**src/rtl/serial_uart_baud_generator_prog_if.sv**
```systemverilog
// Control/status bundle for the programmable NCO baud generator.
// The master side (UART or bench) drives enable/sync/tuning; the slave is the generator.
interface serial_uart_baud_generator_prog_if #(
    parameter int unsigned ACC_WIDTH       = 16,
    parameter int unsigned OVERSAMPLE_LOG2 = 4
);
    logic                       ENABLE;
    logic                       SYNC;
    logic [ACC_WIDTH-1:0]       TUNING_WORD;
    logic                       TUNING_LOAD;
    logic [ACC_WIDTH-1:0]       TUNING_ACTIVE;
    logic                       BAUD_SAMPLE_TICK;
    logic                       BAUD_MID_TICK;
    logic                       BAUD_RATE_TICK;
    logic [OVERSAMPLE_LOG2-1:0] SAMPLE_INDEX;

    modport master (
        output ENABLE,
        output SYNC,
        output TUNING_WORD,
        output TUNING_LOAD,
        input  TUNING_ACTIVE,
        input  BAUD_SAMPLE_TICK,
        input  BAUD_MID_TICK,
        input  BAUD_RATE_TICK,
        input  SAMPLE_INDEX
    );

    modport slave (
        input  ENABLE,
        input  SYNC,
        input  TUNING_WORD,
        input  TUNING_LOAD,
        output TUNING_ACTIVE,
        output BAUD_SAMPLE_TICK,
        output BAUD_MID_TICK,
        output BAUD_RATE_TICK,
        output SAMPLE_INDEX
    );
endinterface

```
**src/rtl/serial_uart_baud_generator_prog.sv**
```systemverilog
// Programmable NCO baud generator: the accumulator overflow gives the oversample tick,
// a sample-phase counter derives the mid-bit and bit-boundary ticks. The tuning word is
// double-buffered and only switched at a sample boundary (or while idle/re-phasing).
module serial_uart_baud_generator_prog #(
    parameter int unsigned CLK_RATE_HZ         = 50000000,
    parameter int unsigned BAUD_RATE           = 115200,
    parameter int unsigned ACC_WIDTH           = 16,
    parameter int unsigned OVERSAMPLE_LOG2     = 4,
    parameter int unsigned DEFAULT_TUNING_WORD = 0
) (
    input  logic                              CLK,
    input  logic                              RESET,
    serial_uart_baud_generator_prog_if.slave  bus
);

    localparam int unsigned OS = 1 << OVERSAMPLE_LOG2;

    // round(BAUD_RATE * OS * 2^N / CLK_RATE_HZ) in 64-bit arithmetic
    localparam longint unsigned LP_M_CALC =
        (((longint'(BAUD_RATE) * longint'(OS)) << ACC_WIDTH) + longint'(CLK_RATE_HZ / 2))
        / longint'(CLK_RATE_HZ);

    localparam logic [ACC_WIDTH-1:0] LP_M_RESET = (DEFAULT_TUNING_WORD != 0)
        ? ACC_WIDTH'(DEFAULT_TUNING_WORD) : ACC_WIDTH'(LP_M_CALC);

    localparam logic [OVERSAMPLE_LOG2-1:0] LP_IDX_LAST = OVERSAMPLE_LOG2'(OS - 1);
    localparam logic [OVERSAMPLE_LOG2-1:0] LP_IDX_MID  = OVERSAMPLE_LOG2'(OS / 2 - 1);
    localparam logic [OVERSAMPLE_LOG2-1:0] LP_IDX_ONE  = OVERSAMPLE_LOG2'(1);

    logic [ACC_WIDTH-1:0]       r_acc;
    logic [ACC_WIDTH-1:0]       r_m_active;
    logic [ACC_WIDTH-1:0]       r_shadow;
    logic                       r_load_pending;
    logic [OVERSAMPLE_LOG2-1:0] r_idx;
    logic                       r_sample_tick;
    logic                       r_mid_tick;
    logic                       r_rate_tick;

    logic [ACC_WIDTH:0]         w_sum;
    logic                       w_carry;
    logic                       w_apply;

    assign w_sum   = {1'b0, r_acc} + {1'b0, r_m_active};
    assign w_carry = w_sum[ACC_WIDTH];
    // Switch M only where no sample period can be split: at overflow, re-phase or idle.
    assign w_apply = r_load_pending & (w_carry | bus.SYNC | ~bus.ENABLE);

    // Phase accumulator, sample index and registered ticks; SYNC outranks ENABLE.
    always_ff @(posedge CLK or negedge RESET) begin
        if (!RESET) begin
            r_acc         <= '0;
            r_idx         <= '0;
            r_sample_tick <= 1'b0;
            r_mid_tick    <= 1'b0;
            r_rate_tick   <= 1'b0;
        end else begin
            r_sample_tick <= 1'b0;
            r_mid_tick    <= 1'b0;
            r_rate_tick   <= 1'b0;
            if (bus.SYNC) begin
                r_acc <= '0;
                r_idx <= '0;
            end else if (bus.ENABLE) begin
                r_acc         <= w_sum[ACC_WIDTH-1:0];
                r_sample_tick <= w_carry;
                r_mid_tick    <= w_carry & (r_idx == LP_IDX_MID);
                r_rate_tick   <= w_carry & (r_idx == LP_IDX_LAST);
                if (w_carry) begin
                    r_idx <= r_idx + LP_IDX_ONE;
                end
            end
        end
    end

    // Shadow/active tuning word; a load on the apply edge re-arms with the newer value.
    always_ff @(posedge CLK or negedge RESET) begin
        if (!RESET) begin
            r_m_active     <= LP_M_RESET;
            r_shadow       <= LP_M_RESET;
            r_load_pending <= 1'b0;
        end else begin
            if (w_apply) begin
                r_m_active     <= r_shadow;
                r_load_pending <= 1'b0;
            end
            if (bus.TUNING_LOAD) begin
                r_shadow       <= bus.TUNING_WORD;
                r_load_pending <= 1'b1;
            end
        end
    end

    assign bus.TUNING_ACTIVE    = r_m_active;
    assign bus.BAUD_SAMPLE_TICK = r_sample_tick;
    assign bus.BAUD_MID_TICK    = r_mid_tick;
    assign bus.BAUD_RATE_TICK   = r_rate_tick;
    assign bus.SAMPLE_INDEX     = r_idx;

endmodule
```
**src/flat_wrapper.sv**
```systemverilog
// flat-port wrapper written by rule: the top's interface ports become plain ports
module serial_uart_baud_generator_prog_flat 
#(
    parameter int unsigned CLK_RATE_HZ         = 50000000,
    parameter int unsigned BAUD_RATE           = 115200,
    parameter int unsigned ACC_WIDTH           = 16,
    parameter int unsigned OVERSAMPLE_LOG2     = 4,
    parameter int unsigned DEFAULT_TUNING_WORD = 0
)
  (CLK, RESET, bus_ENABLE, bus_SYNC, bus_TUNING_WORD, bus_TUNING_LOAD, bus_TUNING_ACTIVE, bus_BAUD_SAMPLE_TICK, bus_BAUD_MID_TICK, bus_BAUD_RATE_TICK, bus_SAMPLE_INDEX);
  serial_uart_baud_generator_prog_if #(.ACC_WIDTH(ACC_WIDTH), .OVERSAMPLE_LOG2(OVERSAMPLE_LOG2)) bus_i ();
  input  logic CLK;
  input  logic RESET;
  input wire logic [$bits(bus_i.ENABLE)-1:0] bus_ENABLE;
  input wire logic [$bits(bus_i.SYNC)-1:0] bus_SYNC;
  input wire logic [$bits(bus_i.TUNING_WORD)-1:0] bus_TUNING_WORD;
  input wire logic [$bits(bus_i.TUNING_LOAD)-1:0] bus_TUNING_LOAD;
  output wire logic [$bits(bus_i.TUNING_ACTIVE)-1:0] bus_TUNING_ACTIVE;
  output wire logic [$bits(bus_i.BAUD_SAMPLE_TICK)-1:0] bus_BAUD_SAMPLE_TICK;
  output wire logic [$bits(bus_i.BAUD_MID_TICK)-1:0] bus_BAUD_MID_TICK;
  output wire logic [$bits(bus_i.BAUD_RATE_TICK)-1:0] bus_BAUD_RATE_TICK;
  output wire logic [$bits(bus_i.SAMPLE_INDEX)-1:0] bus_SAMPLE_INDEX;
  assign bus_i.ENABLE = bus_ENABLE;
  assign bus_i.SYNC = bus_SYNC;
  assign bus_i.TUNING_WORD = bus_TUNING_WORD;
  assign bus_i.TUNING_LOAD = bus_TUNING_LOAD;
  assign bus_TUNING_ACTIVE = bus_i.TUNING_ACTIVE;
  assign bus_BAUD_SAMPLE_TICK = bus_i.BAUD_SAMPLE_TICK;
  assign bus_BAUD_MID_TICK = bus_i.BAUD_MID_TICK;
  assign bus_BAUD_RATE_TICK = bus_i.BAUD_RATE_TICK;
  assign bus_SAMPLE_INDEX = bus_i.SAMPLE_INDEX;
  serial_uart_baud_generator_prog #(.CLK_RATE_HZ(CLK_RATE_HZ), .BAUD_RATE(BAUD_RATE), .ACC_WIDTH(ACC_WIDTH), .OVERSAMPLE_LOG2(OVERSAMPLE_LOG2), .DEFAULT_TUNING_WORD(DEFAULT_TUNING_WORD)) u_core (.CLK(CLK), .RESET(RESET), .bus(bus_i));
endmodule
```
**config.mk**
```make
export PLATFORM = sky130hd
export DESIGN_NAME = serial_uart_baud_generator_prog_flat
export DESIGN_NICKNAME = d
export VERILOG_FILES = /design/src/rtl/serial_uart_baud_generator_prog_if.sv /design/src/rtl/serial_uart_baud_generator_prog.sv /design/src/flat_wrapper.sv
export SDC_FILE = /design/constraint.sdc
export NUM_CORES = 1
export LEC_CHECK = 0
export CORE_UTILIZATION = 30
export CTS_BUF_LIST = sky130_fd_sc_hd__clkbuf_4
export DETAILED_ROUTE_END_ITERATION = 10
export RECOVER_POWER = 50
export SLEW_MARGIN = 20
export SYNTH_ARGS = -nofsm -noshare
export SYNTH_HDL_FRONTEND = slang
export SYNTH_SLANG_ARGS = --single-unit
```
**constraint.sdc**
```tcl
create_clock -name CLK -period 2.6 [get_ports CLK]
set_input_delay 0.52 -clock CLK [delete_from_list [all_inputs] [get_ports CLK]]
set_output_delay 0.52 -clock CLK [all_outputs]
set_load 0.01 [all_outputs]
```
==> impl_metrics.yaml <==
sta:
  slew_viol_final: 0
  slew-limit-headroom_pct: 29.65
  setup_viol: 0
  final_hold_viol_count: 0
  rsz0062_at_grt: "no"
  tightest_slew_ns: 1.055
  max_freq_mhz: 405.1
  fin_crit_sh_pct: 94.93
  layout_min_cycle_time_ns: 2.468
  fin_worst_skew_ns: 0.01654
layout:
  seq_area_mm2: 0.001414
  final_util_pct: 39.61
  multi_input_area_mm2: 0.001539
  antennaDiodeCount: 0
  drive_above_1_share_pct: 26.88
  num-fill-cells: 955
  area_growth_syn_to_layout_pct: 28.12
  nNetsFinal: 358
  design_area_mm2: 0.003871
critical_path:
  critPathCaptureType: "register"
  arrival_ns: 2.74
  rrSetupSlack_ns: 0.13
  crit_family: "compound AO/OA/AOI/OAI gates"
  critical_path_required_ns: 2.87
  path_buf_inv: 1
  cp_max_fo: 6
  path_cells: "ha_1, fa_2, a211oi_2, nor3_2, o2111ai_2, a31oi_4, buf_4, mux2_4"
  worstSetupPathType: "register to register"
  worst_setup_path_start_kind: "register"
  slowest_stage: "dfrtp_1"
  slowest_delay_ns: 0.43
synth:
  yosysTopAreaCellShare_pct: 38.10
  synth_top_family_by_area: "multiplexers"
  yosys_register_bits: 56
  synth_fp_nets: 294
  syn_avg_cell_area_um2: 11.85
  ys_types: 53
  synthArstFlopShare_pct: 100.0
  synth_ff_type: "dfrtp_1"
  synth-xor-area-share_pct: 3.478
  ys_warn_count: 0
  synthSimpleGateAreaFrac_pct: 8.986
  synth_largest_area_cell: "dfrtp_1"
  synth.most_common_cell: "dfrtp_1"
  ys_seq_area_share_pct: 46.79
  synth_enable_flop_cells: 0
  synthTopCellsByCount: "46 x dfrtp_1, 22 x mux2_2, 18 x nor2_1"
  yosys.area_share.adder_pct: 7.702
  muxShareOfSynthArea_pct: 15.49
  synthTopCellsByArea: "dfrtp_1 38%, dfstp_2 8.7%, mux2_2 8.2%"
  netlist_instances: 255
  syn_area_mm2: 0.003022
  synth_compound_area_share_pct: 15.20
grt:
  antenna_found_initial: 0
  grt_max_degree: 28
  grt_pass1_wl_um: 10650
  grt_util_all_layers_pct: 13.24
  grt_pass1_vias: 2184
  grt-ovfl-total: 0
run:
  maxCapViolCount: 0
power:
  p_switching_mw: 1.438
  switching_share_pct: 35.93
  finalPower_mw: 4.003
  p_leak_nw: 1.635
  power_frac_seq_pct: 32.0
  irDropWorstVdd_uv: 387.5
  p_comb_share_pct: 51.3
  clock_power_share_pct: 16.7
  internal_power_mw: 2.565
  pwr_density_cell_mw_per_mm2: 1034
clocking:
  numCtsBuffers: 5
  htree_levels: 2
  clock-root-buffer: "clkbuf_4"
  clkTransAtPathRegs_ns: 0.16
  cts_tree: "built"
  cts.sinks: 56
  clkLatencyLatePin_ns: 0.38
  clockBufferDepth: 2
placement:
  port-buffer-count: 43
  gp_congestion: 0.8357
  hpwl_um: 4667
  place_area_mm2: 0.003711
worst_hold_path:
  hold_path.class: "register to register"
route:
  route.detailed.wl_per_inst_um: 14.01
  routed_via_density: 4.724
  wl_um: 6346
  num_vias: 2140
  drtIter0Drc: 61
  drc: 0
  ant_nets: 0
  dr.pass1.iters: 4
floorplanning:
  row_count: 36
  start_util_pct: 30.91
  dieHeight_um: 102.4
  ioPinCount: 44
  coreArea_mm2: 0.009774
  die_area_mm2: 0.01048
  die-width_um: 102.4
outcome:
  status: "finished clean"
-- worst reg2reg max path: stages (launching register included) --
cell,delay [ns]
dfrtp_1,0.43
ha_1,0.25
fa_2,0.38
a211oi_2,0.27
nor3_2,0.10
o2111ai_2,0.28
a31oi_4,0.14
buf_4,0.21
mux2_4,0.30
-- timing repair --
item / 4_1_cts / 5_1_grt
endpoints found under the hold margin: 9 / 0
resized for setup: 0 / 1
setup buffers: 2 / 1
setup endpoints to repair: 16 / 5
hold buffers: 1 / 0
pin swaps: 1 / 2
-- stage by stage --
step	setup TNS [ns]	setup WS [ns]	std cells	hold WS [ns]
2_1_floorplan	0	0.1443	255	0.2244
3_3_place_gp	-0.04576	-0.01403	441	0.4175
3_5_place_dp	-0.7279	-0.09764	441	0.4128
4_1_cts	0	0.08427	452	0.5077
5_1_grt	0	0.001122	453	0.5491
6_report	0	0.1318	453	0.5012
-- sequential cells by signal (all words and copies together) (netlist names) --
name                         cells
u_core.bus.TUNING_ACTIVE        16
u_core.bus.BAUD_SAMPLE_TICK      1
u_core.r_shadow                 16
u_core.r_acc                    16
u_core.bus.SAMPLE_INDEX          4
u_core.bus.BAUD_MID_TICK         1
u_core.bus.BAUD_RATE_TICK        1
u_core.r_load_pending            1
-- final cells by class --
| class | instances | share of cell area (%) |
|---|---|---|
| clock buffer | 5 | 0.9696 |
| clock inverter | 3 | 2.327 |
| inverter | 3 | 0.2909 |
| multi-input combinational | 185 | 39.75 |
| sequential | 56 | 36.52 |
| tap | 133 | 4.299 |
| timing repair buffer | 68 | 15.84 |
-- path summary, 6_finish.rpt --
| path | start | to | cells after the start |
|---|---|---|---|
| max | u_core.bus.TUNING_ACTIVE[0] | u_core.bus.TUNING_ACTIVE[9] | 8 |
| min | u_core.r_acc[14] | u_core.r_acc[14] | 2 |
| max reg2reg | u_core.bus.TUNING_ACTIVE[0] | u_core.bus.TUNING_ACTIVE[9] | 8 |
| min reg2reg | u_core.r_acc[14] | u_core.r_acc[14] | 2 |
| max in group asynchronous | RESET | u_core.r_acc[13] | 3 |
| min in group asynchronous | RESET | u_core.r_shadow[13] | 2 |
-- placed cells by master, fill, tap and decap left out, drive strengths merged, types with 3 or more instances in the layout --
cell and instances:
ha 17, buf 20, o21a 3, xnor2 10
nand2 16, a31oi 3, mux2i 7, o21ai 12
a21oi 17, clkbuf 10, nand3 5, mux2 32
nor2 18, nand4 3, a211oi 4, o211ai 4
dfstp 10, nor3 5, clkdlybuf4s50 41, dfrtp 46
bufinv 3, inv 3
-- power groups by stage --
stage	Sequential, mW	Combinational [mW]	Clock [mW]
floorplan	1.30	1.35	0
CTS	1.28	2.06	0.691
global route	1.31	2.27	0.720
finish	1.28	2.05	0.669
global placement	1.29	2.00	0
detailed placement	1.30	2.03	0
-- layer usage --
metal | track usage [%] | share of wire [%] | vias to the layer above
met5 | 0 | 0 | -
met1 | 18.56 | 49 | 1036
li1 | - | - | 1059
met4 | 3.846 | 0.84 | 0
met2 | 20.60 | 46 | 40
met3 | 2.736 | 4.9 | 5
-- cells by family after synthesis --
family,count (synthesis)
multiplexers,39
adder cells (fa/ha/maj),18
AND/OR/NAND/NOR,57
XOR/XNOR,12
AO/OA/AOI/OAI,59
buffers and inverters,14
flip-flops,56
No activity file was read; power rests on OpenSTA's default activity.
